--- config.mk ---
export PLATFORM = sky130hd
export DESIGN_NAME = bus_xfer_sched
export DESIGN_NICKNAME = d
export VERILOG_FILES = /design/src/rtl/bus_xfer_sched.sv
export SDC_FILE = /design/constraint.sdc
export NUM_CORES = 1
export LEC_CHECK = 0
export ABC_CLOCK_PERIOD_IN_PS = 4100
export BUFFER_PORTS_ARGS = -buffer_cell sky130_fd_sc_hd__buf_2
export CAP_MARGIN = 15
export CORE_AREA = 2 2 45 47
export DETAILED_ROUTE_END_ITERATION = 8
export DIE_AREA = 0 0 47 49
export HOLD_SLACK_MARGIN = 0.02
export PLACE_DENSITY_LB_ADDON = 0.3
export SYNTH_ARGS = -nofsm -noshare
export SYNTH_HDL_FRONTEND = slang
export SYNTH_SLANG_ARGS = --single-unit
--- constraint.sdc ---
create_clock -name clk -period 4.1 [get_ports clk]
set_input_delay 0.205 -clock clk [delete_from_list [all_inputs] [get_ports clk]]
set_output_delay 0.205 -clock clk [all_outputs]
set_load 0.05 [all_outputs]
--- src/rtl/bus_xfer_sched.sv ---
// Two-requester round-robin scheduler for a shared register bus: MOVE is one
// transfer, SWAP is three via scratch register NREG-1. Optional BXS_OPCHK_EN adds err.
module bus_xfer_sched #(
    parameter int NREG = 4,
    parameter int IW   = 2
) (
    input  logic            clk,
    input  logic            rst,
    input  logic            req0_valid,
    input  logic            req0_op,
    input  logic [IW-1:0]   req0_a,
    input  logic [IW-1:0]   req0_b,
    output logic            req0_ready,
    input  logic            req1_valid,
    input  logic            req1_op,
    input  logic [IW-1:0]   req1_a,
    input  logic [IW-1:0]   req1_b,
    output logic            req1_ready,
    output logic [NREG-1:0] oe,
    output logic [NREG-1:0] ld,
    output logic            busy,
    output logic            grant_id,
    output logic            done
`ifdef BXS_OPCHK_EN
    ,
    output logic            err
`endif
);

    typedef enum logic [2:0] {IDLE, X1, X2, X3, FIN} state_t;

    localparam logic [IW-1:0] TREG = IW'(NREG - 1);

    state_t          state, nxt;
    logic            op_q, rr_ptr;
    logic [IW-1:0]   a_q, b_q;
    logic            pick1, accept, win_op;
    logic [IW-1:0]   win_a, win_b, src, dst;
    logic            xfer;

    // Requester 1 wins when it is the only one valid, or both are valid and it holds the pointer.
    assign pick1  = req1_valid && (!req0_valid || rr_ptr);
    assign accept = (state == IDLE) && !rst && (req0_valid || req1_valid);
    assign win_op = pick1 ? req1_op : req0_op;
    assign win_a  = pick1 ? req1_a  : req0_a;
    assign win_b  = pick1 ? req1_b  : req0_b;

    assign req0_ready = accept && !pick1;
    assign req1_ready = accept && pick1;
    assign busy       = (state != IDLE);
    assign done       = (state == FIN);

`ifdef BXS_OPCHK_EN
    logic bad_q, win_bad;
    assign win_bad = (win_a >= TREG) || (win_b >= TREG) || (win_a == win_b);
    assign err     = done && bad_q;
`endif

    always_ff @(posedge clk) begin
        if (rst) begin
            state    <= IDLE;
            grant_id <= 1'b0;
            rr_ptr   <= 1'b0;
            op_q     <= 1'b0;
            a_q      <= '0;
            b_q      <= '0;
`ifdef BXS_OPCHK_EN
            bad_q    <= 1'b0;
`endif
        end else begin
            state <= nxt;
            if (accept) begin
                op_q     <= win_op;
                a_q      <= win_a;
                b_q      <= win_b;
                grant_id <= pick1;
                rr_ptr   <= ~pick1;
`ifdef BXS_OPCHK_EN
                bad_q    <= win_bad;
`endif
            end
        end
    end

    always_comb begin
        nxt = state;
        case (state)
            IDLE: if (accept) begin
`ifdef BXS_OPCHK_EN
                nxt = win_bad ? FIN : X1;
`else
                nxt = X1;
`endif
            end
            X1:      nxt = op_q ? X2 : FIN;
            X2:      nxt = X3;
            X3:      nxt = FIN;
            FIN:     nxt = IDLE;
            default: nxt = IDLE;
        endcase
    end

    // Moore decode of source/destination per transfer slot; indices >= NREG match no bit.
    always_comb begin
        xfer = 1'b1;
        src  = a_q;
        dst  = b_q;
        case (state)
            X1:      begin src = a_q;  dst = op_q ? TREG : b_q; end
            X2:      begin src = b_q;  dst = a_q;  end
            X3:      begin src = TREG; dst = b_q;  end
            default: xfer = 1'b0;
        endcase
        for (int i = 0; i < NREG; i++) begin
            oe[i] = xfer && (src == IW'(i));
            ld[i] = xfer && (dst == IW'(i));
        end
    end

endmodule

Word level (Yosys, flattened, before mapping):

Index checks and enable logic that the tools add are counted.

* register bits: 10
* latch bits: 0
* bits in writable memories: 0
* bits in read-only memories: 0
* bits of input ports: 14
* output and inout port bits: 13
* word-level logic and storage cells: 51
* memories: 0

* $add $sub $neg: 0
* multipliers: 0
* divide/modulo/power cells: 0
* $lt $le $gt $ge: 0
* equality and inequality tests: 11
* shifts and indexed selects: 0
* mux-type cells: 10
* bitwise operators: 1
* reductions and logical operators: 23

Operators with widths (count)
* 1-bit logical AND: 13
* 3-bit case mux with 4 select lines: 1
* 2-bit equality test, second input constant: 4
* 2-bit case mux with 2 select lines: 2
* 3-bit by 2-bit equality test with 1-bit output, second input constant: 2
* 2-bit two-way mux: 3
* 3-bit two-way mux: 2
* 2-bit by 1-bit equality test with 1-bit output, second input constant: 2
* 2-bit logical NOT: 2
* 3-bit by 1-bit equality test with 1-bit output, second input constant: 1
* 3-bit equality test, second input constant: 1
* 1-bit logical NOT: 3
* 3-bit logical NOT: 1
* 3-bit nonzero test: 1
* 3-bit OR reduction: 1
* 1-bit logical OR: 2
* 1-bit two-way mux: 2
* 2-bit != test, second input constant: 1
* 1-bit inverter: 1

Logic depth before layout (Yosys ltp):

Gate-level depths: netlist of the first run.

* depth in word-level cells: 5
* depth in mapped cells: 5
* gate-level depth less buffers: 4

Worst setup path before layout of the first run:

OpenSTA, ideal clock, no wires.

* kind: register -> output
* from: register state[0]
* to: output port ld[1]
* arrival time: 2444 ps
* path slack: 1451 ps
* cell stages (with the launch flop): 5
* cell sequence: dfxtp_1 -> buf_2 -> buf_1 -> o31ai_1 -> nor4_1

* word-level cells in the longest chain between the ends: 4
* elaborated cells between the ends (all ways): 8
* classes of those cells: eq/ne: 4; mux: 2; reduce/logical: 2

Ends and longest elaborated chain
* from (decl): RTL line 34 `state_t state, nxt;`
* from (signal assigned): RTL line 71 `state <= nxt;`
* 3-bit by 2-bit equality test with 1-bit output / 3-bit by 1-bit equality test with 1-bit output (equally long branches): RTL line 108 `case (state)`
* 2-bit case mux with 2 select lines / 3-bit OR reduction (equally long branches)
* 2-bit by 1-bit equality test with 1-bit output / 1-bit two-way mux (equally long branches): RTL line 116, 108
* 1-bit logical AND *: RTL line 116 `ld[i] = xfer && (dst == IW'(i));`
* to (decl): RTL line 20 `output logic [NREG-1:0] ld,`

Mark *: on every way between the ends. The rest lies on a longest branch, timed or not.

Worst setup path in the final report of the first run:

* from: register state[2]
* to: output port oe[0]

* word-level cells in the longest chain between the ends: 4
* elaborated cells between the ends (all ways): 8
* classes of those cells: eq/ne: 3; mux: 2; reduce/logical: 3

Ends and longest elaborated chain
* 3-bit by 2-bit equality test with 1-bit output / 3-bit by 1-bit equality test with 1-bit output (equally long branches): RTL line 108
* 2-bit case mux with 2 select lines / 3-bit OR reduction (equally long branches)
* 2-bit logical NOT / 1-bit two-way mux (equally long branches): RTL line 115, 108
* 1-bit logical AND *: RTL line 115 `oe[i] = xfer && (src == IW'(i));`
* to (decl): RTL line 19 `output logic [NREG-1:0] oe,`

Marked as above.

==> key figures, run 1 <==
Place
  • DPL Wire Length: 1165 um
  • # port buffers: 26
  • Routability cong.: 0.8020
  • DP Area: 825.8 sq um

Layout
  • Share of cells above drive strength 1: 29.57%
  • Layout Utilization: 46.06%
  • Diode count: 0
  • Fill cells: 207
  • NumNets Final: 131
  • Area Growth Syn to Fin: 21.51%
  • Post-route cell area: 848.3 sq um

Floorplan
  • Rows: 16
  • IO Count: 27
  • Die X-Extent: 47 um
  • Starting Density: 37.91%
  • Die area: 0.002303 sq mm
  • Placeable Area: 0.001842 sq mm
  • Die height: 49 um

Pwr
  • Pwr/cell area: 397.7 mW/mm^2
  • Switching Fraction: 42.95%
  • Pint: 0.1925 mW
  • Part of the power in registers: 39.7%
  • Clk pwr share: 18.9%
  • Switching Power: 0.1449 mW
  • Power, Total: 0.3374 mW
  • Peak supply drop: 0.1762 mV
  • Logic pwr share: 41.4%
  • LEAKAGE: 0.4016 nW

Timing
  • Unrepaired setup endpoints after global routing: false
  • Hold slack: 190.2 ps
  • Min Tclk post-route: 2181 ps
  • Final Hold Violating Endpoints: 0
  • Worst-Margin Slew: 621.4 ps
  • Crit share post-route: 53.19%
  • Setup violators final: 0
  • Fmax: 0.4585 GHz
  • Setup TNS: 0 ps
  • Slew headroom: 58.52%
  • Skew final: 1.147 ps
  • Max-slew violation count: 0

Setup path
  • Worst setup startpoint: state[2]
  • Reg2Reg Setup Slack: 2410 ps
  • CP Launch Type: flip-flop
  • Reg2reg path depth: 4
  • Kind of critical path: flip-flop to output pin
  • Crit-path max FO: 17
  • Worst flop-to-flop path endpoint: b_q[0]
  • Arr. time, crit path: 1980 ps
  • Data required, critical path: 3890 ps
  • Worst setup EP type: output pin
  • Worst reg2reg path startpoint: state[2]

Clocking
  • CTS resizes: 0
  • H-tree depth: 1
  • CTS buffer count: 3
  • # hold bufs at CTS: 0
  • Cell chosen for the clock root: clkbuf_4
  • Post-CTS Repair Setup Buffers: 0
  • Max clock buf depth: 2
  • Clock Pin Slew Worst Setup and Hold Paths: 60 ps
  • CTS tree: done
  • Worst skew pair latency: 250 ps
  • Clock tree sinks: 10

Global routing
  • Overflow after GRT: 0
  • Initial antenna violation count: 0
  • First-pass GRT wire length: 2684 um
  • Largest net degree at the start of global routing: 21
  • Vias in the first global route: 639
  • Global Route Usage Sum: 15.38%

Hold path
  • Hold path depth: 3
  • Min-delay worst type: primary input to flip-flop
  • Hold path start: req1_a[0]
  • Hold EP: a_q[0]

Routing
  • First-pass iteration count of the detailed router: 4
  • Routed Antenna Nets: 0
  • DRT Wirelength: 1554 um
  • Vias/cell: 5.183
  • Iteration-0 DRC Markers: 28
  • Drt wl/cell: 10.94 um
  • DRC Markers: 0
  • Via Count: 736

Yosys
  • Distinct cells, synth: 33
  • Syn Nets: 107
  • Synth Instances: 93
  • Synth warn: 0
  • Post-Syn Area: 698.2 sq um
  • Syn Area/Cell: 7.507 sq um
  • Post-synthesis register bit count: 10
  • Seq/Total Area, Yosys: 28.67%

Run
  • Maxcap violations: 0

Run status
  • Status: completed
==> cell type report <==
type,count,area (sq um),share of cell area (%)
multi-input combinational,62,409.1,48.23
timing repair buffer,26,130.1,15.34
sequential,10,200.2,23.60
clock buffer,3,22.52,2.655
tap,27,33.78,3.982
inverter,14,52.55,6.195
==> flip-flops by register name (all words and copies together) (netlist names) <==
register and cells:
grant_id 1, state 3, b_q 2, rr_ptr 1
a_q 2, op_q 1
==> through the flow <==
stage | setup WS (ps) | std cells
6_report | 1919 | 142
5_1_grt | 1736 | 142
4_1_cts | 1919 | 142
3_5_place_dp | 2202 | 139
3_3_place_gp | 2253 | 139
2_1_floorplan | 1451 | 93
==> worst max-delay path by stage <==
| stage | end |
|---|---|
| after floorplan | ld[1] |
| after global placement | oe[0] |
| after detailed placement | oe[0] |
| after CTS | oe[0] |
| after global routing | oe[0] |
| final | oe[0] |
==> critical path: stages, from the launching register on <==
cell and delay [ps]:
dfxtp_1 480, or4b_1 570, o21ai_0 160, nor3b_1 220, buf_2 290
==> logic make-up (layout without fill, tap and decap cells) <==
kind of cell | after synthesis | in the layout | synth area share [%]
compound gates | 23 | 23 | 24.55
buf+inv | 21 | 43 | 12.72
flops | 10 | 10 | 28.67
mux | 2 | 2 | 3.047
simple gates | 37 | 37 | 31.00
==> cells in the final DEF, fill, tap and decap left out, types with 2 or more instances in the layout <==
| master | count |
|---|---|
| a32oi_1 | 2 |
| buf_2 | 26 |
| nand2_1 | 4 |
| o21ai_0 | 4 |
| nor2_1 | 8 |
| and3_1 | 3 |
| nor2b_1 | 3 |
| nor3_1 | 4 |
| inv_1 | 13 |
| a222oi_1 | 5 |
| clkbuf_4 | 3 |
| nand2b_1 | 7 |
| dfxtp_1 | 10 |
| a21oi_1 | 5 |
| nor3b_1 | 2 |
==> layer usage <==
metal | wire, um | GRT usage (%) | part of all wire, % | vias up
met2 | 688 | 24.20 | 44 | 32
met4 | 9 | 4.167 | 0.58 | 0
met5 | 0 | 0 | 0 | -
met3 | 113 | 3.333 | 7.3 | 2
met1 | 742 | 20.73 | 48 | 325
li1 | - | - | - | 377
==> power by group through the flow <==
| stage | registers [mW] | clock network (mW) | logic [mW] |
|---|---|---|---|
| floorplan | 0.127 | 0 | 0.119 |
| global placement | 0.135 | 0 | 0.138 |
| detailed placement | 0.136 | 0 | 0.139 |
| CTS | 0.134 | 0.0665 | 0.140 |
| global route | 0.138 | 0.0712 | 0.153 |
| finish | 0.134 | 0.0637 | 0.140 |
==> Yosys cell counts <==
master	n	area share (%)
a2111oi_0	1	1.3
a211oi_1	1	1.1
a21oi_1	5	3.6
a222oi_1	5	7.2
a22oi_1	1	1.1
a31o_2	1	1.3
a32o_1	1	1.4
a32oi_1	2	2.5
and2_1	1	0.90
and3_1	3	2.7
buf_1	1	0.54
buf_2	2	1.4
buf_6	1	1.6
clkbuf_1	3	1.6
dfxtp_1	10	29
inv_1	13	7.0
inv_2	1	0.54
mux2_2	1	1.6
mux2i_1	1	1.4
nand2_1	4	2.1
nand2b_1	7	6.3
nand3_1	1	0.72
nor2_1	8	4.3
nor2b_1	3	2.7
nor3_1	4	2.9
nor3_4	1	2.3
nor3b_1	2	2.1
nor4_1	1	0.90
o21ai_0	4	2.9
o31a_1	1	1.3
o31ai_1	1	1.1
or3_4	1	1.6
or4b_1	1	1.4
(Power assumes the default switching activity.)
==> run 2, diff against run 1 <==
--- a/config.mk
+++ b/config.mk
@@ -5,7 +5,7 @@
 export SDC_FILE = /design/constraint.sdc
 export NUM_CORES = 1
 export LEC_CHECK = 0
-export ABC_CLOCK_PERIOD_IN_PS = 4100
+export ABC_CLOCK_PERIOD_IN_PS = 2200
 export BUFFER_PORTS_ARGS = -buffer_cell sky130_fd_sc_hd__buf_2
 export CAP_MARGIN = 15
 export CORE_AREA = 2 2 45 47
==> constraint.sdc (replaced) <==
create_clock -name clk -period 2.2 [get_ports clk]
set_input_delay 0.11 -clock clk [delete_from_list [all_inputs] [get_ports clk]]
set_output_delay 0.11 -clock clk [all_outputs]
set_load 0.05 [all_outputs]
==> run 2 against run 1 <==
Against the previous run: clock power grew to 2.5 times the previous value; first-iteration DRC count increased by 7.1%; final area rose by 4.7%; flip-flop and latch count did not move; cell count is 1.4% higher; wire length fell by 0.51%; clock skew decreased by 0.64 ps; total power increased by 100%.
==> key figures, run 2 (same netlist as run 1, synthesis figures left out) <==
Run status
  • Status: completed (unchanged)

Routing
  • Routed Antenna Nets: 0 (unchanged)
  • Via Count: 721 (was 736)
  • DRC Markers: 0 (unchanged)
  • Drt wl/cell: 10.74 um (was 10.94 um)
  • First-pass iteration count of the detailed router: 5 (was 4)
  • Iteration-0 DRC Markers: 30 (was 28)
  • DRT Wirelength: 1546 um (was 1554 um)
  • Vias/cell: 5.007 (was 5.183)

Place
  • DP Area: 849.6 sq um (was 825.8 sq um)
  • Routability cong.: 0.7926 (was 0.8020)
  • # port buffers: 26 (unchanged)
  • Dpl cells: 140 (was 139)
  • DPL Wire Length: 1197 um (was 1165 um)

Timing
  • Fmax: 0.5116 GHz
  • Crit share post-route: 88.84%
  • Max-slew violation count: 0 (unchanged)
  • Skew final: 0.5054 ps (was 1.147 ps)
  • Setup violators final: 0 (unchanged)
  • Final Hold Violating Endpoints: 0 (unchanged)
  • Worst-Margin Slew: 398.5 ps (was 621.4 ps)
  • Min Tclk post-route: 1955 ps
  • Setup TNS: 0 ps (unchanged)
  • Slew headroom: 73.40% (was 58.52%)
  • Unrepaired setup endpoints after global routing: false (unchanged)

Pwr
  • Switching Power: 0.2793 mW (was 0.1449 mW)
  • Peak supply drop: 0.4485 mV (was 0.1762 mV)
  • Part of the power in registers: 36.5% (was 39.7%)
  • Switching Fraction: 41.00% (was 42.95%)
  • Logic pwr share: 39.8% (was 41.4%)
  • Pwr/cell area: 766.8 mW/mm^2 (was 397.7 mW/mm^2)
  • LEAKAGE: 0.4189 nW (was 0.4016 nW)
  • Clk pwr share: 23.7% (was 18.9%)
  • Pint: 0.4019 mW (was 0.1925 mW)
  • Power, Total: 0.6812 mW (was 0.3374 mW)

Layout
  • Most frequent cells in the layout: buf_2, inv_1, nor2_1, dfxtp_1, nand2b_1 (was buf_2, inv_1, dfxtp_1, nor2_1, nand2b_1)
  • Commonest non-fill, non-tap cell in the layout: buf_2 (unchanged)
  • Diode count: 0 (unchanged)
  • Share of cells above drive strength 1: 35.04% (was 29.57%)
  • Post-route cell area: 888.4 sq um (was 848.3 sq um)
  • Area Growth Syn to Fin: 27.24% (was 21.51%)
  • Fin cells: 144 (was 142)
  • Number of flip-flops in the largest register: 3 (unchanged)
  • NumNets Final: 132 (was 131)
  • Most flops, register: state (unchanged)
  • Regs by FF count: state (3), a_q (2), b_q (2) (unchanged)
  • Fill cells: 196 (was 207)

Setup path
  • Data required, critical path: 2090 ps (was 3890 ps)
  • Kind of critical path: flip-flop to output pin (unchanged)
  • CP Launch Type: flip-flop (unchanged)
  • Crit-path max FO: 10 (was 17)
  • Arr. time, crit path: 1840 ps (was 1980 ps)
  • Worst setup EP type: output pin (unchanged)

Global routing
  • Vias in the first global route: 643 (was 639)
  • Global Route Usage Sum: 15.80% (was 15.38%)
  • Overflow after GRT: 0 (unchanged)
  • Initial antenna violation count: 0 (unchanged)
  • Largest net degree at the start of global routing: 21 (unchanged)
  • First-pass GRT wire length: 2753 um (was 2684 um)

Clocking
  • Clock Pin Slew Worst Setup and Hold Paths: 60 ps (about the same)
  • Clock tree sinks: 10 (unchanged)
  • CTS buffer count: 3 (unchanged)
  • Post-CTS Repair Setup Buffers: 0 (unchanged)
  • Worst skew pair latency: 260 ps (was 250 ps)
  • H-tree depth: 1 (unchanged)
  • Cell chosen for the clock root: clkbuf_4 (unchanged)
  • CTS tree: done (unchanged)
  • Max clock buf depth: 2 (unchanged)

Floorplan
  • Starting Density: 37.91% (unchanged)
  • Die X-Extent: 47 um (unchanged)
  • Placeable Area: 0.001842 sq mm (unchanged)
  • IO Count: 27 (unchanged)
  • Die height: 49 um (unchanged)
  • Die area: 0.002303 sq mm (unchanged)
  • Rows: 16 (unchanged)

Run
  • Maxcap violations: 0 (unchanged)

Hold path
  • Min-delay worst type: primary input to flip-flop (unchanged)
-- run 2: final timing paths --
kind         startpoint  endpoint  slack [ps]  cells after the start
min reg2reg    grant_id  grant_id         480                      2
max reg2reg    state[2]    b_q[1]         610                      4
max            state[2]     oe[0]         250                      4
min           req1_a[0]    a_q[0]         100                      3
-- run 2: final cells by class --
| cell class | instances | area, sq um | share of cell area, % |
|---|---|---|---|
| timing repair buffer | 27 | 137.6 | 15.49 |
| inverter | 14 | 52.55 | 5.915 |
| sequential | 10 | 202.7 | 22.82 |
| clock buffer | 4 | 36.28 | 4.085 |
| multi-input combinational | 62 | 425.4 | 47.89 |
| tap | 27 | 33.78 | 3.803 |
-- run 2: through the flow --
| step | setup slack [ps] | util [%] | hold slack, ps |
|---|---|---|---|
| final | 245.5 | 48.23 | 95.30 |
| after global routing | 59.41 | 48.23 | 93.60 |
| after CTS | 128.8 | 48.10 | 83.93 |
| after detailed placement | 418.2 | 46.13 | 364.6 |
| after global placement | 478.9 | 46.13 | 361.2 |
| after floorplan | 43.61 | - | 252.0 |
-- run 2: critical path, stage by stage (launching register included) --
cell and delay, ps:
dfxtp_1 420, or4b_1 550, o21ai_1 150, nor3b_2 190, buf_2 270
-- run 2: timing repair --
action                                  4_1_cts  5_1_grt
hold buffers                                  0        0
endpoints found under the setup margin        0        2
resized for setup                             0        3
-- run 2: layer usage --
layer,routed length (um),track usage [%]
met1,795,23.18
met2,639,22.37
met3,98,3.333
met4,12,5.556
met5,0,0
-- run 2: power by group through the flow --
stage	combinational (mW)	sequential [mW]	clock, mW
after floorplan	0.229	0.236	0
after global placement	0.268	0.251	0
after detailed placement	0.271	0.253	0
after CTS	0.272	0.249	0.166
after global routing	0.299	0.254	0.174
final	0.271	0.249	0.161
==> run 3, diff against run 2 <==
--- a/config.mk
+++ b/config.mk
@@ -5,14 +5,16 @@
 export SDC_FILE = /design/constraint.sdc
 export NUM_CORES = 1
 export LEC_CHECK = 0
+export ABC_AREA = 1
 export ABC_CLOCK_PERIOD_IN_PS = 2200
 export BUFFER_PORTS_ARGS = -buffer_cell sky130_fd_sc_hd__buf_2
 export CAP_MARGIN = 15
-export CORE_AREA = 2 2 45 47
+export CORE_AREA = 2 2 44 46
 export DETAILED_ROUTE_END_ITERATION = 8
-export DIE_AREA = 0 0 47 49
+export DIE_AREA = 0 0 46 48
 export HOLD_SLACK_MARGIN = 0.02
 export PLACE_DENSITY_LB_ADDON = 0.3
+export SKIP_LAST_GASP = 1
 export SYNTH_ARGS = -nofsm -noshare
 export SYNTH_HDL_FRONTEND = slang
 export SYNTH_SLANG_ARGS = --single-unit
==> run 3 against run 2 <==
Against the previous run: sequential share of layout area grew 1.7 points; maximum frequency grew 17%; clock-buffer cell count shrank 1; final area shrank 8.2%; via count shrank 1.1%; highest routed layer unchanged.
==> key figures, run 3 <==
Floorplan
  • Rows: 15 (was 16)
  • Starting Density: 38.00% (was 37.91%)
  • Die area: 0.002208 sq mm (was 0.002303 sq mm)
  • Placeable Area: 0.001689 sq mm (was 0.001842 sq mm)
  • Die X-Extent: 46 um (was 47 um)
  • Die height: 48 um (was 49 um)
  • IO Count: 27 (unchanged)

Timing
  • Min Tclk post-route: 1675 ps (was 1955 ps)
  • Setup violators final: 0 (unchanged)
  • Setup TNS: 0 ps (unchanged)
  • Skew final: 4.536 ps (was 0.5054 ps)
  • Max-slew violation count: 0 (unchanged)
  • Unrepaired setup endpoints after global routing: false (unchanged)
  • Fmax: 0.5970 GHz (was 0.5116 GHz)
  • Final Hold Violating Endpoints: 0 (unchanged)
  • Crit share post-route: 76.14% (was 88.84%)
  • Worst-Margin Slew: 392.1 ps (was 398.5 ps)
  • Slew headroom: 73.68% (was 73.40%)

Clocking
  • Max clock buf depth: 2 (unchanged)
  • Cell chosen for the clock root: clkbuf_4 (unchanged)
  • Clock tree sinks: 10 (unchanged)
  • CTS buffer count: 3 (unchanged)
  • H-tree depth: 1 (unchanged)
  • CTS resizes: 0 (unchanged)
  • # hold bufs at CTS: 0 (unchanged)
  • CTS tree: done (unchanged)
  • Post-CTS Repair Setup Buffers: 0 (unchanged)
  • Clock Pin Slew Worst Setup and Hold Paths: 60 ps (about the same)
  • Worst skew pair latency: 260 ps (about the same)

Yosys
  • Distinct cells, synth: 18 (was 33)
  • Synth Instances: 111 (was 93)
  • EDFF count, synth: 0 (unchanged)
  • Seq/Total Area, Yosys: 31.19% (was 28.67%)
  • Post-synthesis register bit count: 10 (unchanged)
  • Async S/R FF share, synth: 0% (unchanged)
  • Synth warn: 0 (unchanged)
  • Most common cell in the netlist: nand2_1 (was inv_1)
  • Synth top cells by count: nand2_1, nor2_1, inv_1, dfxtp_1, nand3_1 (was inv_1, dfxtp_1, nor2_1, nand2b_1)
  • Area leader, netlist: dfxtp_1 (unchanged)
  • Top post-synthesis cells by area: dfxtp_1, nand2_1, nor2_1 (was dfxtp_1, a222oi_1, inv_1)
  • Most used DFF post-synth: dfxtp_1 (unchanged)
  • Syn Area/Cell: 5.783 sq um (was 7.507 sq um)
  • Top-area cell type share of the netlist area: 31.19% (was 28.67%)
  • Post-Syn Area: 641.9 sq um (was 698.2 sq um)
  • Syn Nets: 125 (was 107)

Layout
  • Most flops, register: state (unchanged)
  • Regs by FF count: state (3), a_q (2), b_q (2) (unchanged)
  • NumNets Final: 156 (was 132)
  • Commonest non-fill, non-tap cell in the layout: nand2_1 (was buf_2)
  • Layout Utilization: 48.30% (was 48.23%)
  • Most frequent cells in the layout: nand2_1, buf_2, nor2_1, inv_1, dfxtp_1 (was buf_2, inv_1, nor2_1, dfxtp_1, nand2b_1)
  • Area Growth Syn to Fin: 27.10% (was 27.24%)
  • Share of cells above drive strength 1: 27.86% (was 35.04%)
  • Number of flip-flops in the largest register: 3 (unchanged)
  • Diode count: 0 (unchanged)
  • Fill cells: 197 (was 196)
  • Post-route cell area: 815.8 sq um (was 888.4 sq um)

Place
  • Routability cong.: 0.8297 (was 0.7926)
  • DPL Wire Length: 1160 um (was 1197 um)
  • # port buffers: 26 (unchanged)
  • DP Area: 793.3 sq um (was 849.6 sq um)

Routing
  • Via Count: 713 (was 721)
  • Iteration-0 DRC Markers: 4 (was 30)
  • Drt wl/cell: 8.567 um (was 10.74 um)
  • DRT Wirelength: 1345 um (was 1546 um)
  • Vias/cell: 4.541 (was 5.007)
  • Routed Antenna Nets: 0 (unchanged)
  • First-pass iteration count of the detailed router: 3 (was 5)
  • DRC Markers: 0 (unchanged)

Global routing
  • Largest net degree at the start of global routing: 8 (was 21)
  • Initial antenna violation count: 0 (unchanged)
  • Overflow after GRT: 0 (unchanged)
  • First-pass GRT wire length: 2111 um (was 2753 um)
  • Global Route Usage Sum: 13.36% (was 15.80%)
  • Vias in the first global route: 588 (was 643)

Setup path
  • Arr. time, crit path: 1570 ps (was 1840 ps)
  • Data required, critical path: 2090 ps (about the same)
  • Worst setup EP type: output pin (unchanged)
  • Kind of critical path: flip-flop to output pin (unchanged)
  • CP Launch Type: flip-flop (unchanged)
  • Crit-path max FO: 4 (was 10)

Pwr
  • Peak supply drop: 0.3285 mV (was 0.4485 mV)
  • Pwr/cell area: 737.3 mW/mm^2 (was 766.8 mW/mm^2)
  • LEAKAGE: 0.4950 nW (was 0.4189 nW)

Run status
  • Status: completed (unchanged)

Run
  • Maxcap violations: 0 (unchanged)

Hold path
  • Min-delay worst type: primary input to flip-flop (unchanged)
-- run 3: critical path, cell delays in order (launching register included) --
cell     delay [ps]
dfxtp_1         350
inv_2           100
nand2_2          80
nor2_2          160
nand2_1         120
o21ai_2          70
nand2_1          80
nor2_1           80
buf_2           260
-- run 3: worst paths after layout --
check / from / endpoint / slack (ps) / cells past startpoint
max: state[2] / oe[0] / 520 / 8
min: rst / state[1] / 30 / 2
max reg2reg: state[0] / rr_ptr / 1080 / 8
min reg2reg: grant_id / grant_id / 450 / 2
-- run 3: cells by family after synthesis --
kind of cell,after synthesis,share of synthesized area (%)
buffers and inverters,19,11.11
flip-flops,10,31.19
AO/OA/AOI/OAI,8,8.186
AND/OR/NAND/NOR,74,49.51
-- run 3: layer usage --
| layer | global-route usage (%) | share of wire (%) |
|---|---|---|
| met3 | 1.887 | 5.2 |
| met5 | 0 | 0 |
| met2 | 22.78 | 47 |
| met1 | 14.54 | 45 |
| met4 | 11.43 | 2.7 |
-- run 3: area by class of cell --
type                       count  area [sq um]  share of cell area (%)
multi-input combinational     82         370.4                   45.40
sequential                    10         200.2                   24.54
timing repair buffer          26         130.1                   15.95
inverter                      19         71.32                   8.742
clock buffer                   3         22.52                   2.761
tap                           17         21.27                   2.607
-- run 3: power breakdown --
part	internal, mW	switching [mW]
Combinational	0.0733	0.191
Clock	0.0629	0.0560
Sequential	0.204	0.0145
Total	0.340	0.262
-- run 3: per-stage QoR --
step	power (mW)	worst slack, ps	cells	hold slack, ps
finish	0.6015	524.9	157	31.20
global route	0.6415	390.6	157	41.73
CTS	0.6057	510.3	157	29.58
detailed placement	0.4880	801.8	154	304.1
global placement	0.4835	826.4	154	306.2
floorplan	0.4309	623.3	111	179.1
